===== src/rtl/mse_host_pkg.sv =====
// Shared types and helpers for the MCU strobe bus to Avalon-MM sequencer.
// Holds the FSM state encoding plus the byte-lane select and byteenable decode.
package mse_host_pkg;

    typedef enum logic [1:0] {
        IDLE = 2'd0,
        CMD  = 2'd1,
        RDV  = 2'd2,
        DONE = 2'd3
    } state_t;

    function automatic logic [7:0] lane_select(input logic [31:0] word, input logic [1:0] offset);
        logic [7:0] lane_s;
        case (offset)
            2'd0:    lane_s = word[7:0];
            2'd1:    lane_s = word[15:8];
            2'd2:    lane_s = word[23:16];
            2'd3:    lane_s = word[31:24];
            default: lane_s = word[7:0];
        endcase
        return lane_s;
    endfunction

    function automatic logic [3:0] be_decode(input logic [1:0] offset);
        logic [3:0] be_s;
        case (offset)
            2'd0:    be_s = 4'b0001;
            2'd1:    be_s = 4'b0010;
            2'd2:    be_s = 4'b0100;
            2'd3:    be_s = 4'b1000;
            default: be_s = 4'b0001;
        endcase
        return be_s;
    endfunction

endpackage


===== src/rtl/mse_host_seq_sync.sv =====
// Multi-stage synchroniser for one asynchronous strobe, cleared by the block reset.
module mse_sync_bit #(
    parameter int unsigned STAGES = 2
) (
    input  logic clk,
    input  logic rst_n,
    input  logic d,
    output logic q
);

    logic [STAGES-1:0] pipe_r;

    // Shift the raw strobe through the metastability chain
    always_ff @(posedge clk or negedge rst_n) begin
        if (!rst_n) begin
            pipe_r <= {STAGES{1'b0}};
        end else begin
            pipe_r <= {pipe_r[STAGES-2:0], d};
        end
    end

    assign q = pipe_r[STAGES-1];

endmodule


===== src/rtl/mse_host_seq.sv =====
// Sequencer turning one asynchronous MCU RD/WR strobe into exactly one Avalon-MM
// access, holding the MCU in WAIT until the access completes or times out.
module mse_host_seq
    import mse_host_pkg::*;
#(
    parameter int unsigned SYNC_STAGES    = 2,
    parameter int unsigned TIMEOUT_CYCLES = 255,
    parameter logic [7:0]  ERR_RDATA      = 8'hFF
) (
    input  logic        csi_MCLK_clk,
    input  logic        rsi_MRST_reset_n,
    input  logic [7:0]  coe_M1_ADDR,
    input  logic [7:0]  coe_M1_DATA_IN,
    output logic [7:0]  coe_M1_DATA_OUT,
    output logic        coe_M1_DATA_OE,
    input  logic        coe_M1_RD,
    input  logic        coe_M1_WR,
    output logic        coe_M1_WAIT,
    output logic        coe_M1_ERR,
    output logic [7:0]  avm_M1_address,
    output logic [31:0] avm_M1_writedata,
    output logic [3:0]  avm_M1_byteenable,
    output logic        avm_M1_write,
    output logic        avm_M1_read,
    output logic        avm_M1_begintransfer,
    input  logic [31:0] avm_M1_readdata,
    input  logic        avm_M1_readdatavalid,
    input  logic        avm_M1_waitrequest
);

    localparam int unsigned CNT_W = $clog2(TIMEOUT_CYCLES + 1);

    logic             rst_n_s;
    logic [1:0]       rst_pipe_r;
    logic             rd_s;
    logic             wr_s;
    state_t           state_r;
    state_t           state_nx_s;
    logic             dir_rd_r;
    logic             dir_nx_s;
    logic [1:0]       offset_r;
    logic [CNT_W-1:0] cnt_r;
    logic             timeout_hit_s;
    logic             take_rdata_s;
    logic             abort_s;
    logic             start_s;
    logic             err_r;
    logic [7:0]       data_out_r;
    logic [7:0]       address_r;
    logic [31:0]      writedata_r;
    logic [3:0]       byteenable_r;
    logic             read_r;
    logic             write_r;
    logic             begintransfer_r;

    // Reset asserts asynchronously and is released on a clock edge
    always_ff @(posedge csi_MCLK_clk or negedge rsi_MRST_reset_n) begin
        if (!rsi_MRST_reset_n) begin
            rst_pipe_r <= 2'b00;
        end else begin
            rst_pipe_r <= {rst_pipe_r[0], 1'b1};
        end
    end

    assign rst_n_s = rst_pipe_r[1];

    mse_sync_bit #(.STAGES(SYNC_STAGES)) u_sync_rd (
        .clk   (csi_MCLK_clk),
        .rst_n (rst_n_s),
        .d     (coe_M1_RD),
        .q     (rd_s)
    );

    mse_sync_bit #(.STAGES(SYNC_STAGES)) u_sync_wr (
        .clk   (csi_MCLK_clk),
        .rst_n (rst_n_s),
        .d     (coe_M1_WR),
        .q     (wr_s)
    );

    assign timeout_hit_s = (cnt_r == CNT_W'(TIMEOUT_CYCLES - 1));
    assign start_s       = (state_r == IDLE) & (rd_s | wr_s);
    assign dir_nx_s      = (state_r == IDLE) ? rd_s : dir_rd_r;

    // Next-state decode; a completed handshake wins over a coincident timeout
    always_comb begin
        state_nx_s   = state_r;
        take_rdata_s = 1'b0;
        abort_s      = 1'b0;
        case (state_r)
            IDLE: begin
                if (rd_s & wr_s) begin
                    state_nx_s = DONE;
                end else if (rd_s | wr_s) begin
                    state_nx_s = CMD;
                end else begin
                    state_nx_s = IDLE;
                end
            end
            CMD: begin
                if (!avm_M1_waitrequest) begin
                    if (dir_rd_r & avm_M1_readdatavalid) begin
                        take_rdata_s = 1'b1;
                        state_nx_s   = DONE;
                    end else if (dir_rd_r) begin
                        state_nx_s = RDV;
                    end else begin
                        state_nx_s = DONE;
                    end
                end else if (timeout_hit_s) begin
                    abort_s    = 1'b1;
                    state_nx_s = DONE;
                end else begin
                    state_nx_s = CMD;
                end
            end
            RDV: begin
                if (avm_M1_readdatavalid) begin
                    take_rdata_s = 1'b1;
                    state_nx_s   = DONE;
                end else if (timeout_hit_s) begin
                    abort_s    = 1'b1;
                    state_nx_s = DONE;
                end else begin
                    state_nx_s = RDV;
                end
            end
            DONE: begin
                if (!rd_s && !wr_s) begin
                    state_nx_s = IDLE;
                end else begin
                    state_nx_s = DONE;
                end
            end
            default: begin
                state_nx_s = IDLE;
            end
        endcase
    end

    // FSM state register
    always_ff @(posedge csi_MCLK_clk or negedge rst_n_s) begin
        if (!rst_n_s) begin
            state_r <= IDLE;
        end else begin
            state_r <= state_nx_s;
        end
    end

    // Avalon command outputs are registered from the next state so they align with CMD
    always_ff @(posedge csi_MCLK_clk or negedge rst_n_s) begin
        if (!rst_n_s) begin
            read_r          <= 1'b0;
            write_r         <= 1'b0;
            begintransfer_r <= 1'b0;
            address_r       <= 8'h00;
            byteenable_r    <= 4'b0000;
            writedata_r     <= 32'h0000_0000;
        end else begin
            read_r          <= (state_nx_s == CMD) & dir_nx_s;
            write_r         <= (state_nx_s == CMD) & ~dir_nx_s;
            begintransfer_r <= (state_r == IDLE) & (state_nx_s == CMD);
            if (start_s) begin
                address_r    <= {coe_M1_ADDR[7:2], 2'b00};
                byteenable_r <= be_decode(coe_M1_ADDR[1:0]);
                writedata_r  <= {4{coe_M1_DATA_IN}};
            end else begin
                address_r    <= address_r;
                byteenable_r <= byteenable_r;
                writedata_r  <= writedata_r;
            end
        end
    end

    // Transaction context, timeout counter, sticky error and returned read byte
    always_ff @(posedge csi_MCLK_clk or negedge rst_n_s) begin
        if (!rst_n_s) begin
            dir_rd_r   <= 1'b0;
            offset_r   <= 2'b00;
            cnt_r      <= {CNT_W{1'b0}};
            err_r      <= 1'b0;
            data_out_r <= 8'h00;
        end else if (start_s) begin
            dir_rd_r <= rd_s;
            offset_r <= coe_M1_ADDR[1:0];
            cnt_r    <= {CNT_W{1'b0}};
            err_r    <= rd_s & wr_s;
            if (rd_s & wr_s) begin
                data_out_r <= ERR_RDATA;
            end else begin
                data_out_r <= data_out_r;
            end
        end else if ((state_r == CMD) || (state_r == RDV)) begin
            cnt_r <= cnt_r + CNT_W'(1);
            if (abort_s) begin
                err_r      <= 1'b1;
                data_out_r <= ERR_RDATA;
            end else if (take_rdata_s) begin
                data_out_r <= lane_select(avm_M1_readdata, offset_r);
            end else begin
                data_out_r <= data_out_r;
            end
        end else begin
            cnt_r <= cnt_r;
        end
    end

    // WAIT and DATA_OE follow the raw pins so the MCU sees them without clock latency
    assign coe_M1_WAIT     = (coe_M1_RD | coe_M1_WR) & (state_r != DONE);
    assign coe_M1_DATA_OE  = coe_M1_RD & dir_rd_r & (state_r == DONE);
    assign coe_M1_DATA_OUT = data_out_r;
    assign coe_M1_ERR      = err_r;

    assign avm_M1_address       = address_r;
    assign avm_M1_writedata     = writedata_r;
    assign avm_M1_byteenable    = byteenable_r;
    assign avm_M1_read          = read_r;
    assign avm_M1_write         = write_r;
    assign avm_M1_begintransfer = begintransfer_r;

endmodule

===== config.mk =====
export PLATFORM = sky130hd
export DESIGN_NAME = mse_host_seq
export DESIGN_NICKNAME = d
export VERILOG_FILES = /design/src/rtl/mse_host_pkg.sv /design/src/rtl/mse_host_seq_sync.sv /design/src/rtl/mse_host_seq.sv
export SDC_FILE = /design/constraint.sdc
export NUM_CORES = 1
export LEC_CHECK = 0
export CELL_PAD_IN_SITES_DETAIL_PLACEMENT = 0
export CELL_PAD_IN_SITES_GLOBAL_PLACEMENT = 1
export CORE_ASPECT_RATIO = 0.75
export CORE_MARGIN = 8
export CORE_UTILIZATION = 31
export DETAILED_ROUTE_END_ITERATION = 10
export PLACE_DENSITY = 0.77
export SLEW_MARGIN = 20
export SYNTH_ARGS = -nofsm -noshare
export SYNTH_HDL_FRONTEND = slang
export SYNTH_SLANG_ARGS = --single-unit

===== constraint.sdc =====
create_clock -name csi_MCLK_clk -period 1.7 [get_ports csi_MCLK_clk]
set_input_delay 0.255 -clock csi_MCLK_clk [delete_from_list [all_inputs] [get_ports csi_MCLK_clk]]
set_output_delay 0.255 -clock csi_MCLK_clk [all_outputs]
set_load 0.005 [all_outputs]

; Word level (Yosys, flattened, before mapping)
; Index checks and enable logic that the tools add are counted.
[op_classes]
bitwise_logic = 12
addsub = 1
n_mux = 31
n_eq_ne = 13
reduce_logical = 12
[op_table]
columns = operator, n
row1 = $mux 8, 7
row2 = $pmux 8 s4, 1
row3 = $pmux 4 s4, 1
row4 = $mux 1, 15
row5 = $eq 2x2->1 const B, 6
row6 = $and 1x1->1, 9
row7 = $add 8x1->8 const B, 1
row8 = $eq 2x1->1 const B, 4
row9 = $eq 8x8->1 const B, 1
row10 = $mux 2, 4
row11 = $pmux 2 s4, 1
row12 = $logic_not 2->1, 3
row13 = $pmux 1 s2, 2
row14 = $reduce_bool 2->1, 2
row15 = $reduce_and 3->1, 1
row16 = $reduce_bool 3->1, 1
row17 = $logic_not 1->1, 2
row18 = $ne 2x1->1 const B, 1
row19 = $ne 2x2->1 const B, 1
row20 = $or 1x1->1, 2
row21 = $reduce_and 2->1, 1
row22 = $logic_and 1x1->1, 1
row23 = $logic_or 1x1->1, 1
row24 = $not 1->1, 1
[word_totals]
reg_bits = 73
in_bits = 54
word_cells = 84

; Logic depth before layout (Yosys ltp)
[depth]
ltp_word = 8
mapped_depth = 9
mapped_depth_nobuf = 7

; Hierarchy
; A second synthesis with hierarchy kept.
[unflattened]
hier_cells = 235
hier_area_um2 = 2496.1
[modules_own_cells]
columns = module, area_per_inst_um2, n_inst, cells_each
row1 = mse_host_seq, 2396.0, 1, 231
row2 = mse_sync_bit, 50.0, 2, 2

; Worst setup path after synthesis
; OpenSTA, ideal clock, no wires.
[synth_timing]
path_type = reg2reg
from = register state_r[0]
to = register data_out_r[5], in the netlist coe_M1_DATA_OUT[5]
required_time_ps = 1635
stages_incl_launch_ff = 9
setup_ps = 65
path_slack_ps = -54
arrival_time_ps = 1689
path_buffers = 1
path_cell_list = dfrtp_1 -> inv_1 -> ha_1 -> buf_6 -> inv_1 -> a2111oi_4 -> nor2_2 -> a21oi_4 -> o22a_1
[synth_via]
elab_chain_len = 5
elab_cells_between_ends = 14
classes_between = eq/ne: 3 / mux: 5 / bitwise: 1 / reduce/logical: 5
[synth_rtl]
columns = item, line_no
row1 = start: declaration, mse_host_seq.sv:37  ; state_t state_r;
row2 = start signal: assignment, mse_host_seq.sv:146  ; state_r <= state_nx_s;
row3 = $eq 2x2->1 or $eq 2x1->1 (tied branches), "mse_host_seq.sv:90, mse_host_seq.sv:193"
row4 = $pmux 1 s2, mse_host_seq.sv:90  ; case (state_r)
row5 = $mux 8, mse_host_seq.sv:195  ; if (abort_s) begin
row6 = $mux 8, mse_host_seq.sv:193  ; end else if ((state_r == CMD) || (state_r == RDV)) begin
row7 = $mux 8, mse_host_seq.sv:183  ; end else if (start_s) begin
row8 = end signal: assignment, mse_host_seq.sv:191  ; data_out_r <= data_out_r;
row9 = end signal: assignment, mse_host_seq.sv:199  ; data_out_r <= lane_select(avm_M1_readdata, offset_r);
row10 = end signal: assignment, mse_host_seq.sv:201  ; data_out_r <= data_out_r;
row11 = end: declaration, mse_host_seq.sv:48  ; logic [7:0] data_out_r;
; Parallel ways exist; a longest one is shown, timed or not. The select of a mux whose other input is x is not followed.
; A chain may end at the register's enable or synchronous reset.

; Worst setup path in the final report
[layout_timing]
from = register state_r[1]
to = register data_out_r[4], in the netlist coe_M1_DATA_OUT[4]
; The elaborated chain is that of the path after synthesis.

==> results summary <==
The placed cell count came out at 431. Of the available clock period, the critical path in the final layout requires 101%. In this run the worst hold path is classified as in -> async.

The count of fill cells added during filler insertion came out at 758. Timing would allow up to 0.581 GHz. 112 I/O pins were placed. The synthesized design contains 0 enable-type register cells.

Cells with a size suffix above 1 make up 20.2% of the layout. The final reports fail on setup timing. The starting density of the core is 31.8%. Counting along the longest clock path gives a buffer depth of 2.

The final non-filler cell area came out at 0.00381 mm^2. The final hold slack came out at 0.108 ns. The mapped cell area is 0.00251 mm^2. The signal arrival time at the worst endpoint came out at 1.95 ns. The number of clock sinks came out at 49. Across the whole layout, storage elements account for 0.00123 mm^2. The setup TNS came out at -0.101 ns. The largest driver fanout on the critical path came out at 8. The shortest clock period the worst path allows after layout is 1.72 ns.

The proportion of synthesized flip-flops having asynchronous set or reset came out at 100%. From synthesis to final layout, the design area changed by 52.2%. The reg-to-reg setup timing slack is -0.02 ns. The via count of the first global-routing pass came out at 2,082.

TritonCTS built the clock tree. The placed instance area came out at 0.00360 mm^2. The total half-perimeter wirelength after legalization and detailed placement is 5350 um.

The height of the die is 93.9 um. The congestion estimate from routability-driven global placement came to 0.727. Detailed routing inserted a total of 1,978 vias. Leaving out fill and tap cells, the most frequent cell in the layout is sky130_fd_sc_hd__clkdlybuf4s50_1.

The all-layer global routing usage came out at 12.3%. The tree is rooted in a sky130_fd_sc_hd__clkbuf_8. STA puts the critical path data required time at 1.93 ns. For this run the aggregate overflow at the end of global routing stands at 0. The number of antenna violations at the first check in global routing is 0. The register area share after synthesis is 48.9%. Once layout is complete, the cells apart from fillers number 442. After detailed routing, the average wire length per cell comes to 15.9 um.

In this run, synthesis produced a sequential element count of 49. The number of slew-limit violations in the final report is 0. Setup repair after global routing could not meet its margin everywhere. The count of max-cap constraint violations came out at 0. The worst setup path is launched from a flop. The number of search-and-repair iterations in the first detailed-routing pass is 4.

The most used flip-flop cell after synthesis is sky130_fd_sc_hd__dfrtp_1. The total count of hold-check failures in the final report is 0. The critical path is of the reg -> reg type. The number of distinct library cells after synthesis is 37. Summed over all cells, the static leakage comes to 1.63 nW. The maximum number of pins on one net before global-route repair is 32. Clock latency on the worst-skew pair, taken at its later pin, is 0.30 ns. The post-synthesis average cell area came out at 10.7 um^2.

The number of buffers created by CTS is 5. Yosys printed 0 warnings. The standard cell core area came out at 0.00788 mm^2. The setup slack after layout came out at -0.0224 ns. The chip width came out at 120 um. The first global-routing pass estimated 11,000 um of wire. The full die area came out at 0.0112 mm^2. After clock tree synthesis, the clock-pin slew on the worst setup and hold paths is 0.09 ns. The net count reported at finish is 397. The synthesized netlist cell count is 234.

Wires add up to 7050 um. The flow ran to the end, but the final reports show violations. The first-iteration detailed-routing DRC count is 64.

The worst IR drop on VDD is 0.614 mV. The H-tree was split into 2 levels. The maximum clock skew at final layout is 0.00926 ns. The port buffer count is 109. The power per standard cell area is 1650 mW/mm^2. The number of vias per cell came out at 4.48.

The library cells used most frequently in the layout, excluding fill and tap cells, are sky130_fd_sc_hd__clkdlybuf4s50_1, sky130_fd_sc_hd__nand2_1, sky130_fd_sc_hd__dfrtp_1. The setup-violating endpoint count in the final report came out at 8. Once layout is complete, the utilization of the core stands at 48.4%. The remaining design rule violation count is 0. The total number of placement rows is 28. The number of antenna repair diodes is 0. The number of nets with antenna violations after routing is 0. The worst setup path is captured at a flop. The area used by multi-input combinational logic came out at 0.00108 mm^2.
[worst max-delay path, stage by stage (launching register included)]
cell	delay, ns
sky130_fd_sc_hd__dfrtp_1	0.40
sky130_fd_sc_hd__inv_2	0.12
sky130_fd_sc_hd__ha_4	0.17
sky130_fd_sc_hd__nand2_4	0.05
sky130_fd_sc_hd__a2111oi_4	0.38
sky130_fd_sc_hd__nor2_2	0.10
sky130_fd_sc_hd__a21oi_4	0.24
sky130_fd_sc_hd__o22a_1	0.19
[cell families after synthesis]
kind of cell,count (synthesis),synth area share [%]
muxes,9,7.59
other,2,0.300
and+or+nand+nor,91,16.6
DFF,49,48.9
xor gates and xnor gates,6,2.10
buffers and inverters,41,11.7
AOI/OAI and AO/OA,29,9.29
adders and majority gates,7,3.49
[synth_stat cells, types with 4 or more instances]
cell / count / area, um^2
sky130_fd_sc_hd__inv_1: 6 / 22.5
sky130_fd_sc_hd__clkbuf_1: 4 / 15.0
sky130_fd_sc_hd__nand2_1: 56 / 210
sky130_fd_sc_hd__o21ai_0: 9 / 45.0
sky130_fd_sc_hd__a21oi_1: 4 / 20.0
sky130_fd_sc_hd__nand2b_1: 6 / 37.5
sky130_fd_sc_hd__o22a_2: 5 / 50.1
sky130_fd_sc_hd__ha_1: 7 / 87.6
sky130_fd_sc_hd__dfrtp_1: 49 / 1230
sky130_fd_sc_hd__buf_4: 26 / 195
sky130_fd_sc_hd__nor2_1: 12 / 45.0
sky130_fd_sc_hd__mux4_2: 8 / 180
[through the flow]
stage	power [mW]	worst slack, ns
finish	6.30	-0.0224
global route	6.81	-0.120
CTS	6.25	-0.0176
detailed placement	5.39	-0.181
global placement	5.33	-0.128
floorplan	3.87	0.0613
[worst paths after layout]
path	startpoint	end	cells after the start
worst max-delay path	state_r[1]	coe_M1_DATA_OUT[4]	7
worst min-delay path	rsi_MRST_reset_n	rst_pipe_r[0]	1
worst max register to register	state_r[1]	coe_M1_DATA_OUT[4]	7
worst min register to register	rst_pipe_r[1]	avm_M1_writedata[25]	0
max in group asynchronous	rst_pipe_r[1]	coe_M1_DATA_OUT[4]	1
min in group csi_MCLK_clk	u_sync_wr.pipe_r[0]	u_sync_wr.pipe_r[1]	0
[routing by layer]
layer  global-route usage (%)  share of wire [%]  wire [um]  vias up
li1                         -                  -          -      955
met3                     3.96                6.9        486        2
met1                     15.7                 47       3280      949
met5                        0                  0          0        -
met4                     3.42               0.67         47        0
met2                     19.5                 46       3230       72
[area by class of cell]
type	instances	area share (%)
well taps	105	3.44
clock inverters	2	0.361
inverters	6	0.590
repair buffers	129	32.9
multi-input cells	145	28.4
clock buffers	6	2.16
flip-flops and latches	49	32.2
[registers in the layout (all words and copies together), names as in the netlist]
name,count
avm_M1_writedata,8
cnt_r,8
coe_M1_DATA_OUT,8
avm_M1_address,6
avm_M1_byteenable,4
offset_r,2
rst_pipe_r,2
state_r,2
u_sync_rd.pipe_r,2
u_sync_wr.pipe_r,2
avm_M1_begintransfer,1
avm_M1_read,1
avm_M1_write,1
coe_M1_ERR,1
dir_rd_r,1
[timing repair]
item                                    in CTS  in global routing
gates cloned                                 0                  0
buffers inserted                             3                  0
hold buffers                                 0                  0
resized for setup                           12                 14
pin swaps                                    5                 11
endpoints found under the setup margin      11                 17
[report_power, final]
group / total [mW] / internal, mW / switching (mW)
registers: 1.98 / 1.61 / 0.371
logic: 3.59 / 2.12 / 1.47
clock network: 0.721 / 0.331 / 0.390
Note: power is estimated with default switching activity, not from simulation.
